**config.mk**
```make
export PLATFORM = sky130hd
export DESIGN_NAME = reg_pipe
export DESIGN_NICKNAME = d
export VERILOG_FILES = /design/src/rtl/reg_pipe.sv
export SDC_FILE = /design/constraint.sdc
export NUM_CORES = 1
export LEC_CHECK = 0
export ABC_AREA = 1
export CAP_MARGIN = 15
export CORE_ASPECT_RATIO = 2
export CORE_MARGIN = 5
export CORE_UTILIZATION = 35
export DETAILED_ROUTE_END_ITERATION = 7
export SLEW_MARGIN = 20
export SYNTH_ARGS = -nofsm -noshare
export SYNTH_HDL_FRONTEND = slang
export SYNTH_SLANG_ARGS = --single-unit
export TNS_END_PERCENT = 30
```
**constraint.sdc**
```tcl
create_clock -name clock_i -period 1.5 [get_ports clock_i]
set_input_delay 0.3 -clock clock_i [delete_from_list [all_inputs] [get_ports clock_i]]
set_output_delay 0.3 -clock clock_i [all_outputs]
set_load 0.01 [all_outputs]
```
**src/rtl/reg_pipe.sv**
```systemverilog
// ---------------------------------------------------------------------------
// reg_pipe -- elastic pipeline register
//
// A chain of STAGES registers, each WIDTH bits wide, with one valid bit per
// stage. A stage advances whenever the stage downstream of it can make room,
// so backpressure stalls only the stages it must and empty stages (bubbles)
// are filled from upstream even while the output is stalled. A synchronous
// flush drops everything in flight without touching the data registers.
//
// Handshake (both ends): a beat transfers on a rising clock_i edge only when
// valid and ready are both high in that cycle. The producer holds in_i and
// in_valid_i stable while in_valid_i is high and in_ready_o is low. The
// consumer ignores out_o while out_valid_o is low.
//
// Parameters
//   WIDTH   data width in bits (>= 1)
//   STAGES  number of register stages (>= 1)
//   CW      occupancy count width, derived from STAGES
//
// Ports
//   clock_i      rising-edge clock
//   reset_n_i    synchronous active-low reset
//   in_i         input data
//   in_valid_i   input beat present
//   in_ready_o   pipeline accepts the input beat this cycle
//   out_o        data held in the last stage
//   out_valid_o  last stage holds a valid beat
//   out_ready_i  consumer accepts the output beat this cycle
//   flush_i      synchronous discard of all in-flight beats
//   count_o      number of stages currently holding a valid beat
// ---------------------------------------------------------------------------
module reg_pipe #(
    parameter int  WIDTH  = 8,
    parameter int  STAGES = 2,
    localparam int CW     = $clog2(STAGES + 1)
) (
    input  logic             clock_i,
    input  logic             reset_n_i,
    input  logic [WIDTH-1:0] in_i,
    input  logic             in_valid_i,
    output logic             in_ready_o,
    output logic [WIDTH-1:0] out_o,
    output logic             out_valid_o,
    input  logic             out_ready_i,
    input  logic             flush_i,
    output logic [CW-1:0]    count_o
);

    // Stage 0 is the input side, stage STAGES-1 drives the outputs.
    logic [WIDTH-1:0]  data_q [STAGES];
    logic [WIDTH-1:0]  data_d [STAGES];
    logic [STAGES-1:0] valid_q;
    logic [STAGES-1:0] valid_d;
    logic [CW-1:0]     count_q;
    logic [CW-1:0]     count_d;

    // Per-stage "can take a new beat this cycle".
    logic [STAGES-1:0] ready;

    // What each stage would load if it advances: the stage upstream of it,
    // or the input port for stage 0. An offered beat is masked by flush so
    // it is never accepted in a flush cycle.
    logic [WIDTH-1:0]  src_data  [STAGES];
    logic [STAGES-1:0] src_valid;

    // -----------------------------------------------------------------------
    // Ready chain. A stage is ready when it is empty or the stage after it
    // is ready; the last stage is ready when empty or when the consumer
    // takes its beat. Unrolled from the output side as a running OR so that
    // no signal feeds back into itself: ready[k] is true if any stage from k
    // to the end is empty, or out_ready_i is high.
    // -----------------------------------------------------------------------
    always_comb begin : ready_chain
        logic path_open;
        ready     = '0;
        path_open = out_ready_i;
        for (int k = STAGES - 1; k >= 0; k--) begin
            path_open = path_open | ~valid_q[k];
            ready[k]  = path_open;
        end
    end

    // -----------------------------------------------------------------------
    // Source selection for each stage.
    // -----------------------------------------------------------------------
    always_comb begin : source_select
        src_valid    = '0;
        src_data[0]  = in_i;
        src_valid[0] = in_valid_i & ~flush_i;
        for (int k = 1; k < STAGES; k++) begin
            src_data[k]  = data_q[k-1];
            src_valid[k] = valid_q[k-1];
        end
    end

    // -----------------------------------------------------------------------
    // Next-state logic.
    //  - flush clears every valid bit and leaves data untouched.
    //  - an advancing stage copies the upstream valid bit; data is loaded
    //    only when that incoming valid bit is set, so bubbles moving through
    //    the chain do not disturb the data registers.
    //  - a stage that is not ready holds both data and valid.
    // The occupancy count is the popcount of the next valid vector, so it is
    // registered on the same edge as the valid bits themselves.
    // -----------------------------------------------------------------------
    always_comb begin : next_state
        valid_d = valid_q;
        count_d = '0;
        for (int k = 0; k < STAGES; k++) begin
            data_d[k] = data_q[k];
        end

        for (int k = 0; k < STAGES; k++) begin
            if (flush_i) begin
                valid_d[k] = 1'b0;
            end else if (ready[k]) begin
                valid_d[k] = src_valid[k];
                if (src_valid[k]) begin
                    data_d[k] = src_data[k];
                end
            end
        end

        for (int k = 0; k < STAGES; k++) begin
            count_d = count_d + CW'(valid_d[k]);
        end
    end

    // -----------------------------------------------------------------------
    // State registers. Reset wins over flush and over every transfer, and
    // also clears the data so the output reads zero after reset.
    // -----------------------------------------------------------------------
    always_ff @(posedge clock_i) begin
        if (!reset_n_i) begin
            valid_q <= '0;
            count_q <= '0;
            for (int k = 0; k < STAGES; k++) begin
                data_q[k] <= '0;
            end
        end else begin
            valid_q <= valid_d;
            count_q <= count_d;
            for (int k = 0; k < STAGES; k++) begin
                data_q[k] <= data_d[k];
            end
        end
    end

    // -----------------------------------------------------------------------
    // Outputs. While reset is asserted the stage registers may still hold
    // stale beats, but the port advertises ready (beats offered then are
    // simply dropped by the reset). Flush always forces not-ready.
    // -----------------------------------------------------------------------
    assign in_ready_o  = (ready[0] | ~reset_n_i) & ~flush_i;
    assign out_o       = data_q[STAGES-1];
    assign out_valid_o = valid_q[STAGES-1];
    assign count_o     = count_q;

endmodule

```
# After elaboration in Yosys (flattened, before gate mapping)
# Memory sizes are Yosys's and may differ from the RTL's.
# Index checks and enable logic that the tools add are counted.
[classes]
n_addsub = 1
muxes = 14
bitwise_logic = 11
[ops]
columns = ["op", "n"]
rows = [
  ["$mux W8", 8],
  ["$mux W1", 6],
  ["$or A1 B1 Y1", 5],
  ["$not A1 Y1", 4],
  ["$add A1 B1 Y2", 1],
  ["$and A1 B1 Y1", 2],
]
[word_totals]
ram_bits = 16
mem_count = 1
wordCells = 29
out_inout_bits = 12
inputBits = 13
ff_bits = 4
[memory_table]
columns = ["memory", "depth", "width", "rd", "rd_clocked_by_memory_dff", "wr", "line", "rtl"]
rows = [
  ["data_q", 2, 8, 2, 0, 2, "50", "logic [WIDTH-1:0] data_q [STAGES];"],
]

# Logic depth before layout (Yosys ltp)
# Gate-level depths: netlist (run 1).
[depth]
word_depth = 6
mapped_depth = 8
ltp_nobuf = 8

# Worst setup path before layout (run 1)
# Ideal clock, no wire load.
[synth_timing]
kind = "reg-to-output"
start = "reg valid_q[1]"
end = "out in_ready_o"
required_time_ns = 1.200
stages_incl_launch_ff = 5
setup_slack_ns = 0.233
arrival_time_ns = 0.967
path_buffers = 1
path_cell_list = "dfxtp_1 -> nand3_2 -> buf_2 -> o21ai_0 -> inv_1"
[synth_via]
elab_chain_len = 5
[synth_lines]
columns = ["item", "line", "rtl"]
rows = [
  ["start: declaration", "52", "logic [STAGES-1:0] valid_q;"],
  ["start signal: assignment", "141", "valid_q <= valid_d;"],
  ["$not A1 Y1", "78", "path_open = path_open | ~valid_q[k];"],
  ["$or A1 B1 Y1 (2 in series)", "78", ""],
  ["$or A1 B1 Y1", "154", "assign in_ready_o = (ready[0] | ~reset_n_i) & ~flush_i;"],
  ["$and A1 B1 Y1", "154", ""],
  ["end: declaration", "41", "output logic in_ready_o,"],
]
# Every way passes these cells.

# Final worst setup path (run 1)
[layout_timing]
start = "in out_ready_i"
end = "reg count_q[0], in the netlist count_o[0]"
[layout_via]
elab_chain_len = 5
word_cells_on_any_way = 7
classes_between = "add/sub (1); mux (4); bitwise (2)"
[layout_lines]
columns = ["item", "line", "rtl"]
rows = [
  ["start: declaration", "44", "input logic out_ready_i,"],
  ["$or A1 B1 Y1 (2 in series)", "78", ""],
  ["$mux W1", "116", "end else if (ready[k]) begin"],
  ["$mux W1", "114", "if (flush_i) begin"],
  ["net valid_d[0]", "53", "logic [STAGES-1:0] valid_d;"],
  ["$add A1 B1 Y2", "125", "count_d = count_d + CW'(valid_d[k]);"],
  ["net count_d[0]", "55", "logic [CW-1:0] count_d;"],
  ["end signal: assignment", "142", "count_q <= count_d;"],
  ["end: declaration", "54", "logic [CW-1:0] count_q;"],
]
# The timed path passes the listed nets, and every way through them passes these cells.
# A chain may end at the register's enable or synchronous reset.

==> results.json, run 1 <==
{
  "most-common-layout-cells": "22 x clkdlybuf4s50_1, 21 x nand2_1, 20 x dfxtp_1, 17 x a21oi_1, 17 x nor2_1",
  "worstSetupStartpointType": "input pin",
  "hold_path.class": "reg -> reg",
  "max-clock-path-buffers": 2,
  "main_combinational_cell_family_by_area_after_synthesis": "simple AND/OR/NAND/NOR gates",
  "drive_above_1_share_pct": 12.08,
  "skew_ps": 0.9491,
  "io_pins": 25,
  "drc_violations_left": 0,
  "layout-area-overhead-vs-synth_pct": 29.11,
  "syn_nets": 142,
  "final.setup.tns_ps": 0,
  "fp.dieH_um": 84.01,
  "synthesized_area_fraction_occupied_by_ao_oa_aoi_and_oai_cells_pct": 9.399,
  "synth-xor-area-share_pct": 0,
  "power_per_cell_area_mw_per_mm2": 901.9,
  "tritoncts": "done",
  "timing_limited_maximum_frequency_mhz": 687.3,
  "post_synthesis_cells": 128,
  "firstDrtPassIters": 6,
  "syn-cell-area_um2": 958.4,
  "run_status": "finished, final reports clean",
  "grtUsageTotal_pct": 9.468,
  "timing.max_slew.rel_slack_pct": 76.59,
  "half_perimeter_wire_length_after_placement_mm": 1.302,
  "antenna_cells": 0,
  "synthesis.area_per_instance_um2": 7.488,
  "static-leakage-power_nw": 0.5826,
  "yosysWarningCount": 0,
  "starting_density_pct": 35.46,
  "postSynthRegisterBits": 20,
  "vias_in_the_first_global_route": 722,
  "muxShareOfSynthArea_pct": 0,
  "grt-ovfl-total": 0,
  "rsz_0062_raised_after_global_routing": "yes",
  "clk_latency_ps": 250,
  "max_cap_viols": 0,
  "port_buffers": 24,
  "setup_viol": 0,
  "tightest_slew_ps": 350.3,
  "maximum_number_of_pins_on_one_net_before_global_route_repair": 20,
  "fin_crit_ps": 1455,
  "dieArea_mm2": 0.003948,
  "post_drt_via_cell_ratio": 4.511,
  "fin_crit_sh_pct": 97.00,
  "critical_path_class": "in -> reg",
  "vdd_drop_max_v": 0.0005275,
  "avgRoutedWirePerCell_um": 9.674,
  "post_synth_fa_ha_maj_area_fraction_pct": 1.305,
  "global_route_wire_length_before_repair_mm": 2.856,
  "core_area_mm2": 0.002703,
  "number_of_antenna_violations_at_the_first_check_in_global_routing": 0,
  "critPathRequiredTime_ps": 1650,
  "clk_root_buffer_cell": "clkbuf_8",
  "chipWidth_um": 47,
  "ctsHtreeMaxLevel": 1,
  "drt_first_iter_violations": 11,
  "detail-route-antenna-nets": 0,
  "rows": 27,
  "layout.nets": 164,
  "cp_max_fo": 17,
  "synth_sequential_area_ratio_pct": 41.78,
  "place_congestion": 0.8024,
  "number_of_placed_instances_with_taps_included": 174,
  "cts_made_buffers": 3,
  "wirelength_mm": 1.722,
  "hold_viol": 0,
  "number_of_pins_exceeding_their_max_slew_limit_in_the_final_report": 0,
  "tritoncts_num_sinks": 20,
  "end_kind": "register",
  "post-layout-total-power_w": 0.001116,
  "layout.cells.most_common": "clkdlybuf4s50_1",
  "synth_simple_gate_area_share_pct": 29.37,
  "cts.clk_slew.worst_paths_ps": 70,
  "final_util_pct": 45.79,
  "cts_post_setup_buffers_inserted": 0,
  "route.vias.total": 803,
  "worst_ep_arrival_time_ps": 1610,
  "final_cell_count_no_fill": 178,
  "post_synth_num_cell_types": 15
}
-- registers in the layout, indices dropped and copies added (netlist names) --
name     count
count_o      2
data_q      16
valid_q      2
-- Yosys cell counts, drive strengths merged --
master  instances  share of area, %
a21oi          17               8.9
and2            1              0.65
buf            14                11
dfxtp          20                42
ha              1               1.3
inv            17               6.7
nand2          21               8.2
nand3           9               5.2
nand3b          8               6.3
nor2           19               9.0
o21ai           1              0.52
-- power by group --
part           switching [W]  internal, W
clock               0.000160     0.000233
combinational      0.0000681    0.0000877
sequential         0.0000114     0.000556
-- routing by layer --
layer  routed length [um]  vias to the layer above  GRT usage, %
met5                    0                        -             0
met4                   29                        0         5.290
met3                   82                        2         1.296
met2                  940                       13         17.22
met1                  669                      357         9.139
li1                     -                      431             -
-- final timing paths --
check                                  start  cells after the start      endpoint  slack (ps)
worst max-delay path             out_ready_i                     10    count_o[0]          40
worst min-delay path            data_q[0][2]                      2  data_q[0][2]         480
worst min register to register  data_q[0][2]                      2  data_q[0][2]         480
worst max register to register    valid_q[1]                      8    count_o[0]         240
-- worst max-delay path, cell delays in order --
cell	delay (ps)
clkdlybuf4s50_1	470
inv_2	40
nand3_2	70
buf_6	170
nand2_1	60
nand2_1	70
inv_1	40
ha_1	280
nand2_1	60
inv_1	30
-- kinds of logic (layout without fill, tap and decap cells) --
logic type,after synthesis,after routing
buf+inv,31,52
flops,20,20
compound gates,18,18
fa+ha+maj,1,1
simple gates,58,58
-- repair_timing --
action	4_1_cts	5_1_grt
hold endpoints to repair	0	0
gates resized for setup	6	4
setup endpoints to repair	1	3
hold buffers	0	0
-- per-stage QoR --
stage / hold slack [ps] / cell area [um^2] / worst slack [ps]
finish: 480.1 / 1237 / 44.98
global route: 503.1 / 1237 / -9.110
CTS: 482.4 / 1227 / 13.51
detailed placement: 464.3 / 1177 / -324.3
global placement: 452.2 / 1177 / -321.4
floorplan: 442.6 / 958.4 / 232.9
-- layout make-up --
| cell class | count | area, um^2 |
|---|---|---|
| clock buffer | 4 | 55.05 |
| fill | 292 | 1465 |
| inverter | 17 | 63.81 |
| multi-input combinational | 77 | 387.9 |
| sequential | 20 | 400.4 |
| tap | 29 | 36.28 |
| timing repair buffer | 31 | 294.0 |
Note: power is estimated with default switching activity, not from simulation.
==> run 2, diff against run 1 <==
--- a/config.mk
+++ b/config.mk
@@ -10,7 +10,9 @@
 export CORE_ASPECT_RATIO = 2
 export CORE_MARGIN = 5
 export CORE_UTILIZATION = 35
+export CTS_BUF_LIST = sky130_fd_sc_hd__clkbuf_4 sky130_fd_sc_hd__clkbuf_8
 export DETAILED_ROUTE_END_ITERATION = 7
+export PLACE_DENSITY = 0.67
 export SLEW_MARGIN = 20
 export SYNTH_ARGS = -nofsm -noshare
 export SYNTH_HDL_FRONTEND = slang
==> results.json, run 2 (same netlist as run 1, synthesis figures left out) <==
{
  "regToRegStartpoint": "valid_q[1]",
  "number_of_hold_buffers_added_after_cts": 0,
  "placed_cell_area_mm2": 0.001170,
  "whs_endpoint": "data_q[0][0]",
  "max_cap_viols": 0,
  "tritoncts": "done",
  "drive_above_1_share_pct": 10.20,
  "ff_latch_area_um2": 400.4,
  "cp_slowest_cell": "clkdlybuf4s50_1",
  "tightest_slew_ps": 348.7,
  "worst_hold_startpoint": "data_q[0][0]",
  "layout.nets": 163,
  "cts_made_buffers": 3,
  "worst_ep_arrival_time_ps": 1620,
  "post-layout-total-power_w": 0.001049,
  "timing_limited_maximum_frequency_mhz": 680.9,
  "worstSetupStartpointType": "input pin",
  "clk_latency_ps": 250,
  "antenna_cells": 0,
  "hold_path.class": "reg -> reg",
  "rows": 27,
  "run_status": "finished, final reports clean",
  "port_buffers": 24,
  "final_util_pct": 45.00,
  "half_perimeter_wire_length_after_placement_mm": 1.241,
  "worstReg2RegEnd": "count_o[0]",
  "wirelength_mm": 1.708,
  "static-leakage-power_nw": 0.5717,
  "worst-path-buf-inv": 5,
  "fin_crit_ps": 1469,
  "grt-ovfl-total": 0,
  "dieArea_mm2": 0.003948,
  "critPathRequiredTime_ps": 1650,
  "cts.clk_slew.worst_paths_ps": 60,
  "chipWidth_um": 47,
  "grtUsageTotal_pct": 9.622,
  "layout.cells.most_common": "clkdlybuf4s50_1",
  "regMostFlops": "data_q",
  "avgRoutedWirePerCell_um": 9.705,
  "r2r_slack_ps": 240,
  "vdd_drop_max_v": 0.0005616,
  "cp_max_fo": 17,
  "clk_root_buffer_cell": "clkbuf_8",
  "final_cell_count_no_fill": 176,
  "n_fill_cell": 295,
  "path_delay_family": "buffers and inverters",
  "critical_path.most_common_cell": "nand2_1",
  "drc_violations_left": 0,
  "post_drt_via_cell_ratio": 4.460,
  "final.setup.tns_ps": 0,
  "fp.dieH_um": 84.01,
  "reg2regPathDepth": 8,
  "ctsHtreeMaxLevel": 1,
  "setup_viol": 0,
  "fin_crit_sh_pct": 97.91,
  "most-common-layout-cells": "22 x clkdlybuf4s50_1, 21 x nand2_1, 20 x dfxtp_1, 17 x a21oi_1, 17 x nor2_1",
  "starting_density_pct": 35.46,
  "global_route_wire_length_before_repair_mm": 2.794,
  "area_used_by_multi_input_combinational_logic_um2": 387.9,
  "hold_viol": 0,
  "timing.critical_path.slowest_cell_delay_ps": 470,
  "number_of_antenna_violations_at_the_first_check_in_global_routing": 0,
  "cp_cell_sequence": "clkdlybuf4s50_1 -> inv_2 -> nand3_2 -> buf_6 -> nand2_1 -> nand2_1 -> inv_1 -> ha_1 -> nand2_1 -> inv_1",
  "power_per_cell_area_mw_per_mm2": 862.2,
  "drt_first_iter_violations": 16,
  "critical_path_class": "in -> reg",
  "end_kind": "register",
  "tritoncts_num_sinks": 20,
  "place_congestion": 0.7919,
  "vias_in_the_first_global_route": 645,
  "rsz_0062_raised_after_global_routing": "yes",
  "maximum_number_of_pins_on_one_net_before_global_route_repair": 20,
  "number_of_placed_instances_with_taps_included": 173,
  "skew_ps": 1.509,
  "cp_num_cells": 10,
  "layout.cell_area.non_filler_mm2": 0.001216,
  "layout-area-overhead-vs-synth_pct": 26.89,
  "route.vias.total": 785,
  "hold_path_depth": 2,
  "io_pins": 25,
  "number_of_pins_exceeding_their_max_slew_limit_in_the_final_report": 0,
  "max-clock-path-buffers": 2,
  "core_area_mm2": 0.002703,
  "timing.max_slew.rel_slack_pct": 76.70,
  "firstDrtPassIters": 4,
  "detail-route-antenna-nets": 0,
  "flip_flop_count_of_the_largest_register_after_layout": 16
}
run 2: cell types whose count changed in the layout (fill, tap and decap cells not counted):
cell,previous run,this run
clkbuf_8,4,3
inv_2,2,1
buf_4,6,5
inv_1,15,16
run 2: final cells by class:
| class | instances | share of cell area, % |
|---|---|---|
| clock buffer | 3 | 3.395 |
| timing repair buffer | 30 | 23.56 |
| inverter | 17 | 5.247 |
| tap | 29 | 2.984 |
| sequential | 20 | 32.92 |
| multi-input combinational | 77 | 31.89 |
run 2: worst max path at each step:
stage	slack, ps	end	startpoint
final	30	count_o[0]	out_ready_i
after global routing	-30	count_o[0]	out_ready_i
after CTS	10	count_o[0]	out_ready_i
after detailed placement	-330	in_ready_o	out_ready_i
after global placement	-320	in_ready_o	out_ready_i
after floorplan	230	in_ready_o	valid_q[1]
run 2: per-layer routing:
layer / wire, um / GRT usage [%] / share of wire, % / vias up
met1: 669 / 10.83 / 39 / 337
met5: 0 / 0 / 0 / -
met2: 912 / 14.99 / 53 / 16
met4: 28 / 6.801 / 1.6 / 0
met3: 98 / 1.944 / 5.7 / 2
li1: - / - / - / 430
run 2: power breakdown:
| group | total [W] | leakage [nW] | internal [W] | switching (W) |
|---|---|---|---|---|
| clock | 0.000327 | 0.0216 | 0.000178 | 0.000149 |
| combinational | 0.000154 | 0.386 | 0.0000860 | 0.0000682 |
| sequential | 0.000568 | 0.164 | 0.000557 | 0.0000112 |
| total | 0.00105 | 0.572 | 0.000820 | 0.000228 |
run 2: timing repair:
action,4_1_cts,5_1_grt
resized for setup,6,3
hold endpoints to repair,0,0
endpoints found under the setup margin,1,3
setup buffers,0,0
run 2: worst min-delay path, stage by stage, from the launching register on:
cell and delay [ps]:
dfxtp_1 320, a21oi_1 40, nor2_1 80
run 2: through the flow:
step	hold slack, ps	worst slack, ps
after floorplan	442.6	232.9
after global placement	453.2	-319.8
after detailed placement	462.7	-326.7
after CTS	480.4	14.95
after global routing	508.5	-25.78
final	473.8	31.39
==> run 3, diff against run 2 <==
--- a/config.mk
+++ b/config.mk
@@ -13,6 +13,7 @@
 export CTS_BUF_LIST = sky130_fd_sc_hd__clkbuf_4 sky130_fd_sc_hd__clkbuf_8
 export DETAILED_ROUTE_END_ITERATION = 7
 export PLACE_DENSITY = 0.67
+export SKIP_CTS_REPAIR_TIMING = 1
 export SLEW_MARGIN = 20
 export SYNTH_ARGS = -nofsm -noshare
 export SYNTH_HDL_FRONTEND = slang
==> results.json, run 3 (same netlist as run 1, synthesis figures left out) <==
{
  "tritoncts": "done",
  "max_cap_viols": 0,
  "p_sw_share_pct": 22.20,
  "clk_latency_ps": 250,
  "maximum_number_of_pins_on_one_net_before_global_route_repair": 20,
  "combinationalPowerShare_pct": 14.7,
  "io_pins": 25,
  "number_of_antenna_violations_at_the_first_check_in_global_routing": 0,
  "rows": 27,
  "worstSetupStartpointType": "input pin",
  "timing.critical_path.slowest_cell_delay_ps": 470,
  "hold_path.class": "reg -> reg",
  "place_worst_setup_slack_ps": -326.7,
  "cp_slowest_cell": "clkdlybuf4s50_1",
  "final.hold.worst_slack_ps": 474.1,
  "run_status": "finished, final reports clean",
  "firstDrtPassIters": 4,
  "place_congestion": 0.7919,
  "core_area_mm2": 0.002703,
  "drt_first_iter_violations": 9,
  "final_util_pct": 45.23,
  "number_of_pins_exceeding_their_max_slew_limit_in_the_final_report": 0,
  "wirelength_mm": 1.748,
  "drc_violations_left": 0,
  "most-common-layout-cells": "23 x clkdlybuf4s50_1, 21 x nand2_1, 19 x dfxtp_1, 17 x a21oi_1, 17 x nor2_1",
  "starting_density_pct": 35.46,
  "rsz_0062_raised_after_global_routing": "yes",
  "max-clock-path-buffers": 2,
  "worst_ep_arrival_time_ps": 1620,
  "antenna_cells": 0,
  "internal_power_w": 0.0008210,
  "number_of_placed_instances_with_taps_included": 173,
  "end_kind": "register",
  "final_cell_count_no_fill": 176,
  "layout.nets": 163,
  "drive_above_1_share_pct": 10.88,
  "cts.clk_slew.worst_paths_ps": 70,
  "grtUsageTotal_pct": 9.622,
  "power.share.clock_pct": 31.4,
  "setup_viol": 0,
  "static-leakage-power_nw": 0.5546,
  "power_per_cell_area_mw_per_mm2": 863.3,
  "fin_crit_sh_pct": 97.97,
  "layout.cells.most_common": "clkdlybuf4s50_1",
  "detail-route-antenna-nets": 0,
  "regMostFlops": "data_q",
  "chipWidth_um": 47,
  "half_perimeter_wire_length_after_placement_mm": 1.241,
  "cts_made_buffers": 3,
  "timing.max_slew.rel_slack_pct": 76.66,
  "avgRoutedWirePerCell_um": 9.932,
  "hold_viol": 0,
  "switchingPower_w": 0.0002343,
  "skew_ps": 1.735,
  "critical_path_class": "in -> reg",
  "cp_max_fo": 17,
  "vdd_drop_max_v": 0.0005683,
  "cp_cell_sequence": "clkdlybuf4s50_1 -> inv_2 -> nand3_4 -> buf_6 -> nand2_1 -> nand2_1 -> inv_1 -> ha_1 -> nand2_1 -> inv_1",
  "fin_crit_ps": 1470,
  "tritoncts_num_sinks": 20,
  "power.sequential.fraction_pct": 53.9,
  "post_drt_via_cell_ratio": 4.460,
  "port_buffers": 24,
  "route.vias.total": 785,
  "layout-area-overhead-vs-synth_pct": 27.55,
  "vias_in_the_first_global_route": 648,
  "grt-ovfl-total": 0,
  "fp.dieH_um": 84.01,
  "global_route_wire_length_before_repair_mm": 2.794,
  "timing_limited_maximum_frequency_mhz": 680.5,
  "critical_path.most_common_cell": "nand2_1",
  "dieArea_mm2": 0.003948,
  "flip_flop_count_of_the_largest_register_after_layout": 16,
  "ctsHtreeMaxLevel": 1,
  "worst-path-buf-inv": 5,
  "path_delay_family": "buffers and inverters",
  "clk_root_buffer_cell": "clkbuf_8",
  "tightest_slew_ps": 349.3,
  "r2r_slack_ps": 220,
  "critPathRequiredTime_ps": 1650,
  "setup_slack_ps": 30.39
}
[run 3: worst reg2reg max path, cell delays in order (launching register included)]
cell,delay [ps]
dfxtp_1,350
nand3_4,100
buf_6,160
nand2_1,60
nand2_1,80
inv_1,50
ha_1,280
nand2_1,70
inv_1,30
[run 3: layout make-up]
cell class	count	area, um^2
clock buffer	3	41.29
fill	297	1480
inverter	17	63.81
multi-input combinational	77	395.4
sequential	20	401.6
tap	29	36.28
timing repair buffer	30	284.0
[run 3: through the flow]
stage	power [W]	TNS, ps	cell area [um^2]
2_1_floorplan	0.0006763	0	958.4
3_3_place_gp	0.0007314	-848.8	1170
3_5_place_dp	0.0007346	-1536	1170
4_1_cts	0.001067	-330.1	1211
5_1_grt	0.001113	-56.04	1222
6_report	0.001055	0	1222
[run 3: path summary, 6_finish.rpt]
kind,start,to,cells past startpoint
setup reg to reg,valid_q[0],count_o[0],8
hold reg to reg,data_q[0][0],data_q[0][0],2
hold / removal,data_q[0][0],data_q[0][0],2
setup / recovery,out_ready_i,count_o[0],10
[run 3: per-layer routing]
layer / share of wire (%) / vias to the layer above / track usage, %
met5: 0 / - / 0
met4: 1.6 / 0 / 6.801
met3: 5.4 / 2 / 1.944
met2: 54 / 14 / 15.12
met1: 39 / 337 / 10.70
li1: - / 432 / -
[run 3: power by group through the flow]
stage / clock network [W] / registers [W] / logic [W]
final: 0.000332 / 0.000569 / 0.000155
after global placement: 0 / 0.000579 / 0.000153
after detailed placement: 0 / 0.000580 / 0.000155
after global routing: 0.000369 / 0.000571 / 0.000173
after CTS: 0.000344 / 0.000568 / 0.000155
after floorplan: 0 / 0.000578 / 0.0000981
